$ cat src/rtl/divider.sv
// divider: sequential radix-2 restoring divider for RV32M DIV/DIVU/REM/REMU
module divider #(
  parameter int N = 32
) (
  input  logic         clk,
  input  logic         rst,
  input  logic         start,
  input  logic [1:0]   op,
  input  logic [N-1:0] x,
  input  logic [N-1:0] y,
  output logic         busy,
  output logic         done,
  output logic [N-1:0] result
);
  localparam int CW = $clog2(N);
  localparam logic [1:0] IDLE = 2'd0, RUN = 2'd1, FIN = 2'd2;
  logic [1:0]   state, op_r;
  logic         sx, sy;
  logic [N-1:0] x_r, d, q;
  logic [N:0]   r;
  logic [CW-1:0] cnt;
  logic         xs, ys, ovf, dz;
  logic [N-1:0] xm, ym, qn, rn, qf, rf;
  logic [N:0]   rs, t;
  assign busy = state != IDLE;
  // operand magnitudes, one subtract step, and final sign/special-case fix-up
  always_comb begin
    xs  = ~op[0] & x[N-1];
    ys  = ~op[0] & y[N-1];
    xm  = xs ? -x : x;
    ym  = ys ? -y : y;
    rs  = {r[N-1:0], q[N-1]};
    t   = rs + ~{1'b0, d} + {{N{1'b0}}, 1'b1};
    qn  = (sx ^ sy) ? -q : q;
    rn  = sx ? -r[N-1:0] : r[N-1:0];
    dz  = d == '0;
    ovf = ~op_r[0] & (x_r == {1'b1, {(N-1){1'b0}}}) & sy & (d == {{(N-1){1'b0}}, 1'b1});
    qf  = dz ? '1 : ovf ? x_r : qn;
    rf  = dz ? x_r : ovf ? '0 : rn;
  end
  // control FSM plus the shift/subtract datapath
  always_ff @(posedge clk) begin
    if (rst) begin
      state  <= IDLE;
      op_r   <= '0;
      sx     <= 1'b0;
      sy     <= 1'b0;
      x_r    <= '0;
      d      <= '0;
      q      <= '0;
      r      <= '0;
      cnt    <= '0;
      done   <= 1'b0;
      result <= '0;
    end else begin
      done <= 1'b0;
      if (state == IDLE) begin
        if (start) begin
          state <= RUN;
          op_r  <= op;
          sx    <= xs;
          sy    <= ys;
          x_r   <= x;
          d     <= ym;
          q     <= xm;
          r     <= '0;
          cnt   <= CW'(N - 1);
        end
      end else if (state == RUN) begin
        r   <= t[N] ? rs : t;
        q   <= {q[N-2:0], ~t[N]};
        cnt <= cnt - 1'b1;
        if (cnt == '0) state <= FIN;
      end else if (state == FIN) begin
        result <= op_r[1] ? rf : qf;
        done   <= 1'b1;
        state  <= IDLE;
      end else begin
        state <= IDLE;
      end
    end
  end
endmodule

$ cat config.mk
export PLATFORM = sky130hd
export DESIGN_NAME = divider
export DESIGN_NICKNAME = d
export VERILOG_FILES = /design/src/rtl/divider.sv
export SDC_FILE = /design/constraint.sdc
export NUM_CORES = 1
export LEC_CHECK = 0
export ABC_CLOCK_PERIOD_IN_PS = 5150
export CAP_MARGIN = 20
export CORE_ASPECT_RATIO = 0.9
export CORE_UTILIZATION = 43
export CTS_BUF_LIST = sky130_fd_sc_hd__clkbuf_4 sky130_fd_sc_hd__clkbuf_8
export DETAILED_ROUTE_END_ITERATION = 8
export GPL_ROUTABILITY_DRIVEN = 0
export PLACE_DENSITY = 0.62
export SLEW_MARGIN = 15
export SYNTH_ARGS = -nofsm -noshare
export SYNTH_HDL_FRONTEND = slang
export SYNTH_SLANG_ARGS = --single-unit
$ cat constraint.sdc
create_clock -name clk -period 5.15 [get_ports clk]
set_input_delay 1.03 -clock clk [delete_from_list [all_inputs] [get_ports clk]]
set_output_delay 1.03 -clock clk [all_outputs]
set_load 0.02 [all_outputs]
---- Word level (Yosys, flattened, before mapping) ----
Index checks and enable logic that the tools add are counted.
Widths: inputs -> output; s select.
storage, ports and cells
  bits of input ports ..................... 69
  register bits ........................... 172
  logic and storage cells ................. 70
  output and inout port bits .............. 34
operators by class
  multiplexer cells ....................... 24
  eq/ne operators ......................... 6
  reduce and logical (&&, ||, !) cells .... 10
  bitwise gates (word level) .............. 12
  add/subtract/negate cells ............... 7
operator list
  cell                   count
  $mux 32                16
  $neg 32->32            4
  $add 33x1->33 const B  1
  $add 33x33->33         1
  $not 32->33            1
  $eq 32x1->1 const B    1
  $eq 32x32->1 const B   1
  $logic_not 32->1       1
  $mux 5                 3
  $mux 2                 4
  $reduce_and 2->1       3
  $and 1x1->1            5
  $logic_not 5->1        1
  $not 1->1              5
  $sub 5x1->5 const B    1
  $reduce_bool 2->1      2
  $ne 3x2->1 const B     1
  $reduce_and 3->1       1
  $reduce_or 3->1        1
  $eq 2x1->1 const B     1
  $eq 2x2->1 const B     1
  $logic_not 2->1        1
  $ne 2x2->1 const B     1
  $mux 1                 1
  $xor 1x1->1            1

---- Longest topological paths before layout ----
Gate-level depths: netlist (run 1).
  word-level depth ........................ 7
  depth in mapped cells ................... 13
  mapped depth without buffers ............ 12

---- Worst setup path before layout (run 1) ----
Ideal clock, no wire load.
  kind .................................... input-to-reg
  start ................................... input port x[11]
  end ..................................... register q[29]
  slack ................................... 1.843 ns
  setup time .............................. 0.115 ns
  data required time ...................... 5.035 ns
  arrival ................................. 3.192 ns
  buffers on the path ..................... 0
  stages on the path ...................... 8
  cell sequence ........................... or4_1 nor4_2 nand3_1 or2_2 nor3_1 a21oi_1 xnor2_1 a2111oi_0
between the ends
  word-level cells in the longest chain between the ends .. 4
RTL lines
  element                 RTL line  source
  start: declaration      9         input logic [N-1:0] x,
  $neg 32->32             30        xm = xs ? -x : x;
  $mux 32                 30
  $mux 32                 58        if (start) begin
  $mux 32                 57        if (state == IDLE) begin
  end signal: assignment  65        q <= xm;
  end signal: assignment  71        q <= {q[N-2:0], ~t[N]};
  end: declaration        19        logic [N-1:0] x_r, d, q;
No other way between the ends. The select of a mux whose other input is x is not followed.
A chain may end at the register's enable or synchronous reset.

---- Final worst setup path (run 1) ----
  start ................................... register q[31]
  end ..................................... register r[31]
between the ends
  word-level cells in the longest chain between the ends .. 5
RTL lines
  element                 RTL line  source
  $add 33x33->33          33        t = rs + ~{1'b0, d} + {{N{1'b0}}, 1'b1};
  $add 33x1->33           33
  $mux 32                 70        r <= t[N] ? rs : t;
  $mux 32                 69        end else if (state == RUN) begin
  $mux 32                 57
  end signal: assignment  70
  end: declaration        20        logic [N:0] r;
No other way between the ends. The select of a mux whose other input is x is not followed.

==> results_dict.tcl, run 1 <==
set metrics [dict create \
    max_stage_delay_ps 780 \
    drv_slew 0 \
    cts_sinks 172 \
    yosysWarningCount 0 \
    worst_pin_slew_ps 1068 \
    use_met3 0.04491 \
    final_area_um2 13250 \
    relSlewSlack 0.2856 \
    ys_types 72 \
    synthTopCellsByCount "nand2_1, dfxtp_1, a21oi_1" \
    met1_usage 0.4091 \
    drive_above_1_share 0.05136 \
    crit_fanout 26 \
    via_count 11510 \
    ctsHoldBuffers 0 \
    finalSetupTns_ps 0 \
    synth_edf_count 0 \
    wl_per_cell_um 18.90 \
    ys_seq_elements 172 \
    die_h_um 158.0 \
    hold_depth 2 \
    leakagePower_nw 5.162 \
    grt.total_usage 0.2686 \
    clock_latency_ps 500 \
    drc 0 \
    grt_max_degree 78 \
    crit_required_ps 5570 \
    cp-start-kind "register" \
    end_kind "register" \
    postSynthAreaPerCell_um2 7.433 \
    yosys.area.top_type "dfxtp_1" \
    io_pins 103 \
    min_period_over_period 0.7695 \
    port_buffers 102 \
    tritoncts "built" \
    synth.area.top_cells "dfxtp_1, a21oi_1, nand2_1" \
    gr-usage-met2 0.3838 \
    layout_min_cycle_time_ps 3963 \
    clkTransAtPathRegs_ps 100 \
    syn_nets 1673 \
    clock_skew_ps 14.47 \
    start_util 0.4415 \
    reg2reg_depth 13 \
    first_pass_iters 6 \
    via_per_inst 5.859 \
    grt_pass1_wl_mm 57.66 \
    hold_viol_final 0 \
    netlist_instances 1565 \
    hp-class "reg2reg" \
    synth_top_cell_area_share 0.2960 \
    num_rows 56 \
    fmax_ghz 0.2523 \
    dieArea_um2 27710 \
    finalSetupViolCount 0 \
    antenna_found_initial 0 \
    grt_overflow 0 \
    syn2layout_area_growth_pct 13.88 \
    critPathArrivalTime_ps 4380 \
    antenna_left 0 \
    chipWidth_um 175.4 \
    path_common_cell "o21ai_1" \
    post-dp-hpwl_mm 28.11 \
    critPathSlowestCell "nor2_4" \
    outcome "finished clean" \
    cts-buffers-inserted 17 \
    critPathKind "reg2reg" \
    async_flop_share 0 \
    place_area_um2 12840 \
    path_cells "inv_1 -> ha_1 -> fa_1 -> nand2b_1 -> a21oi_1 -> o21ai_1 -> o21ai_1 -> o31ai_2 -> a41o_1 -> nor2_4 -> buf_4 -> a32oi_1 -> o21ai_0" \
    post-cts-setup-buffers 0 \
    rsz0062_at_grt "no" \
    ys.flop_type "dfxtp_1" \
    drtIter0Drc 1142 \
    p_per_area_nw_per_um2 307.8 \
    synth.most_common_cell "nand2_1" \
    wl_mm 37.12 \
    coreArea_um2 26350 \
    clk_path_buf_depth 2 \
    grt_pass1_vias 10260 \
    maxCapViolations 0 \
    layout.nets 1711 \
    ys_seq_area_frac 0.2960 \
    cts-root-buf "clkbuf_8" \
    vdd_ir_drop_max_uv 130.7 \
    syn_area_um2 11630 \
    cts_max_level 4 \
    cts.repair.resized 0 \
    antenna_cells 0 \
    grt-busiest-layer "met1" \
]
-- metal layers --
layer | part of all wire | up-vias | wire (µm)
met2 | 0.41 | 424 | 15090
met3 | 0.077 | 41 | 2842
met1 | 0.50 | 5365 | 18600
met4 | 0.016 | 0 | 592
li1 | - | 5677 | -
met5 | 0 | - | 0
-- registers in the layout (all words and copies together), names as in the netlist --
| name | count |
|---|---|
| d | 32 |
| q | 32 |
| r | 32 |
| result | 32 |
| x_r | 32 |
| cnt | 5 |
| op_r | 2 |
| state | 2 |
| done | 1 |
| sx | 1 |
| sy | 1 |
-- critical path: cells and delay by family, from the launching register on --
family	cells	cell delay (ps)
compound gates	7	1520
buf+inv	2	390
flops	1	400
simple gates	2	960
fa+ha+maj	2	620
-- power by group --
| group | internal [mW] | switching, mW | leakage (nW) |
|---|---|---|---|
| Sequential | 1.44 | 0.153 | 1.41 |
| Combinational | 0.627 | 0.873 | 3.56 |
| Clock | 0.371 | 0.619 | 0.199 |
-- through the flow --
stage | hold WS (ps) | power [mW] | cells | setup slack [ps] | util
after global placement | 441.6 | 3.067 | 1931 | 1038 | 0.4872
final | 459.7 | 4.077 | 1964 | 1187 | 0.5028
after CTS | 460.4 | 4.072 | 1963 | 1217 | 0.5025
after global routing | 487.7 | 4.301 | 1964 | 937.3 | 0.5028
after floorplan | 431.9 | 2.673 | 1565 | 1843 | -
after detailed placement | 446.2 | 3.092 | 1931 | 886.8 | 0.4872
-- logic make-up (layout without fill, tap and decap cells) --
kind of cell               count (synthesis)  count (layout)  synth area share
muxes                                     25              25           0.02162
buffers and inverters                    153             204           0.05098
AOI/OAI and AO/OA                        477             477            0.2580
DFF                                      172             172            0.2960
and+or+nand+nor                          558             558            0.2246
xor gates and xnor gates                 141             141            0.1062
adders and majority gates                 39              39           0.04259
-- layout by cell type (no fill, tap or decap), types with 19 or more instances in the layout --
cell type and n:
nand2_1 217, a211oi_1 46, a22oi_1 20, inv_1 51, ha_1 38, a21oi_1 164
buf_4 20, o21ai_0 105, mux2i_1 24, a31oi_1 19, nor2_1 148, nor4_1 32
clkdlybuf4s50_1 101, xor2_1 55, dfxtp_1 172, nor3_1 33, xnor2_1 86, a21o_1 19
-- final timing paths --
check	from	to	slack [ps]
worst max register to register	q[31]$_SDFFE_PP0P_	r[31]$_SDFFE_PP0P_	1190
worst min-delay path	result[9]$_SDFFE_PP0P_	result[9]$_SDFFE_PP0P_	460
worst max-delay path	q[31]$_SDFFE_PP0P_	r[31]$_SDFFE_PP0P_	1190
worst min register to register	result[9]$_SDFFE_PP0P_	result[9]$_SDFFE_PP0P_	460
-- layout make-up --
| type | count | area, µm² |
|---|---|---|
| multi-input cells | 1240 | 7612 |
| well taps | 348 | 435.4 |
| clock inverters | 15 | 168.9 |
| repair buffers | 121 | 1161 |
| flip-flops and latches | 172 | 3443 |
| inverters | 51 | 191.4 |
| clock buffers | 17 | 234.0 |
| fillers | 2693 | 13100 |
Power figures use the tool's default switching activity.
==> run 2, diff against run 1 <==
--- a/config.mk
+++ b/config.mk
@@ -5,7 +5,7 @@
 export SDC_FILE = /design/constraint.sdc
 export NUM_CORES = 1
 export LEC_CHECK = 0
-export ABC_CLOCK_PERIOD_IN_PS = 5150
+export ABC_CLOCK_PERIOD_IN_PS = 4100
 export CAP_MARGIN = 20
 export CORE_ASPECT_RATIO = 0.9
 export CORE_UTILIZATION = 43
==> constraint.sdc (replaced) <==
create_clock -name clk -period 4.1 [get_ports clk]
set_input_delay 0.82 -clock clk [delete_from_list [all_inputs] [get_ports clk]]
set_output_delay 0.82 -clock clk [all_outputs]
set_load 0.02 [all_outputs]
==> run 2 against run 1 <==
  * Critical path depth stayed put
  * Non-clock buffer count is 12 higher
  * Via count is 0.75% higher
  * Global-route usage is 0.093 points lower
  * Combinational power is 26% higher
  * Sequential power is 25% higher
  * Design area is 0.63% higher
  * Core utilization is 0.32 points higher
  * Final cell count is 0.61% higher
  * Largest cell class unchanged
==> results_dict.tcl, run 2 (same netlist as run 1, synthesis figures left out) <==
set metrics [dict create \
    outcome "finished clean" \
    end_kind "register" \
    via_count 11590 \
    fill_cells 2733 \
    num_rows 56 \
    rsz0062_at_grt "no" \
    coreArea_um2 26350 \
    dieArea_um2 27710 \
    ctsHoldBuffers 0 \
    min-delay-start "result[8]$_SDFFE_PP0P_" \
    die_h_um 158.0 \
    layout_min_cycle_time_ps 3579 \
    cts-root-buf "clkbuf_8" \
    r2r_setup_slack_ps 520 \
    crit_fanout 32 \
    drc 0 \
    p_per_area_nw_per_um2 380.0 \
    drv_slew 0 \
    layout_common_cells "nand2_1, dfxtp_1, a21oi_1" \
    cp-start-kind "register" \
    hold_viol_final 0 \
    clk_path_buf_depth 2 \
    grt.total_usage 0.2677 \
    io_pins 103 \
    via_per_inst 5.867 \
    drive_above_1_share 0.05835 \
    maxCapViolations 0 \
    grt_max_degree 90 \
    power_switching_mw 2.009 \
    chipWidth_um 175.4 \
    fmax_ghz 0.2794 \
    layout.nets 1723 \
    cts-buffers-inserted 17 \
    antenna_cells 0 \
    total_power_mw 5.065 \
    cts.repair.resized 0 \
    antenna_found_initial 0 \
    finalSetupTns_ps 0 \
    max_stage_delay_ps 460 \
    antenna_left 0 \
    clock_latency_ps 470 \
    worst_pin_slew_ps 1035 \
    min_period_over_period 0.8729 \
    hold_depth 2 \
    leakagePower_nw 5.232 \
    drtIter0Drc 1113 \
    grt_pass1_wl_mm 58.17 \
    clock_skew_ps 22.04 \
    critPathKind "reg2reg" \
    tritoncts "built" \
    path_cells "inv_1 -> ha_1 -> fa_1 -> nand2b_1 -> a21oi_1 -> o21ai_1 -> o21ai_1 -> o31ai_2 -> a41o_1 -> nor2_4 -> buf_12 -> mux2i_1 -> o21ai_0" \
    switching_share 0.3966 \
    multi_input_area_um2 7612 \
    r2r_start "q[31]$_SDFFE_PP0P_" \
    final_common_cell "nand2_1" \
    syn2layout_area_growth_pct 14.60 \
    clkTransAtPathRegs_ps 100 \
    seqPwrFrac 0.393 \
    path_common_cell "o21ai_1" \
    reg2reg_depth 13 \
    wl_mm 36.87 \
    finalSetupViolCount 0 \
    relSlewSlack 0.3075 \
    regArea_um2 3443 \
    cts_sinks 172 \
    first_pass_iters 5 \
    vdd_ir_drop_max_uv 279.9 \
    port_buffers 102 \
    r2r_end "r[14]$_SDFFE_PP0P_" \
    cts_max_level 4 \
    grt_pass1_vias 10300 \
    power_frac_comb 0.373 \
    clock_power_share 0.234 \
    start_util 0.4415 \
    min_to "result[8]$_SDFFE_PP0P_" \
    hp-class "reg2reg" \
    crit_required_ps 4410 \
    grt_overflow 0 \
    post-cts-setup-buffers 0 \
    critPathArrivalTime_ps 3890 \
    wl_per_cell_um 18.66 \
    internal_power_mw 3.056 \
    critPathSlowestCell "dfxtp_1" \
    post-dp-hpwl_mm 28.23 \
]
run 2: cell types whose count changed in the layout (fill, tap and decap cells not counted):
cell        previous run  this run
clkinv_4               1         0
clkinv_2               0         3
buf_4                 20        31
clkinvlp_4             2         0
inv_6                  2         6
buf_12                 0         1
inv_8                  7         3
run 2: metrics by stage:
| step | setup WS, ps | instances | utilization | area [µm²] | hold slack [ps] |
|---|---|---|---|---|---|
| 2_1_floorplan | 1003 | 1565 | - | 11630 | 431.9 |
| 3_3_place_gp | 386.3 | 1944 | 0.4914 | 12950 | 441.1 |
| 3_5_place_dp | 320.0 | 1944 | 0.4914 | 12950 | 447.6 |
| 4_1_cts | 581.0 | 1976 | 0.5060 | 13330 | 461.4 |
| 5_1_grt | 343.6 | 1976 | 0.5060 | 13330 | 481.4 |
| 6_report | 521.2 | 1976 | 0.5060 | 13330 | 458.6 |
run 2: routing by layer:
layer	vias up	GRT usage	routed length, µm
met5	-	0	0
met4	0	0.06335	611
met3	38	0.05091	2939
met2	425	0.3776	14870
met1	5420	0.4095	18450
li1	5710	-	-
run 2: worst max-delay path: cells and delay by family, from the launching register on:
kind	cells	cell delay [ps]
simple gates	2	350
fa+ha+maj	2	620
compound gates	6	1430
buf+inv	2	330
mux	1	220
flops	1	460
run 2: worst max-delay path by stage:
stage,startpoint,end,slack (ps),cells past startpoint
floorplan,x[11],q[29]$_SDFFE_PP0P_,1000,8
global placement,x[11],q[29]$_SDFFE_PP0P_,390,9
detailed placement,x[11],q[29]$_SDFFE_PP0P_,320,9
CTS,q[31]$_SDFFE_PP0P_,r[5]$_SDFFE_PP0P_,580,13
global route,q[31]$_SDFFE_PP0P_,r[8]$_SDFFE_PP0P_,340,13
finish,q[31]$_SDFFE_PP0P_,r[14]$_SDFFE_PP0P_,520,13
run 2: power groups by stage:
stage               combinational [mW]  clock (mW)  sequential, mW
floorplan                         1.40           0            1.96
global placement                  1.85           0            2.02
global route                      2.08        1.27            2.01
detailed placement                1.86           0            2.02
CTS                               1.87        1.20            1.98
finish                            1.89        1.19            1.99
run 2: area by class of cell:
class                   instances  share of cell area
clock buffers                  17             0.01755
clock inverters                15             0.01126
inverters                      51             0.01436
multi-input cells            1240              0.5711
flip-flops and latches        172              0.2583
well taps                     348             0.03266
repair buffers                133             0.09480
==> run 3, diff against run 2 <==
--- a/config.mk
+++ b/config.mk
@@ -17,3 +17,4 @@
 export SYNTH_ARGS = -nofsm -noshare
 export SYNTH_HDL_FRONTEND = slang
 export SYNTH_SLANG_ARGS = --single-unit
+export TNS_END_PERCENT = 30
==> results of run 3 <==
No change in the layout: final DEF, timing and power equal those of run 2.
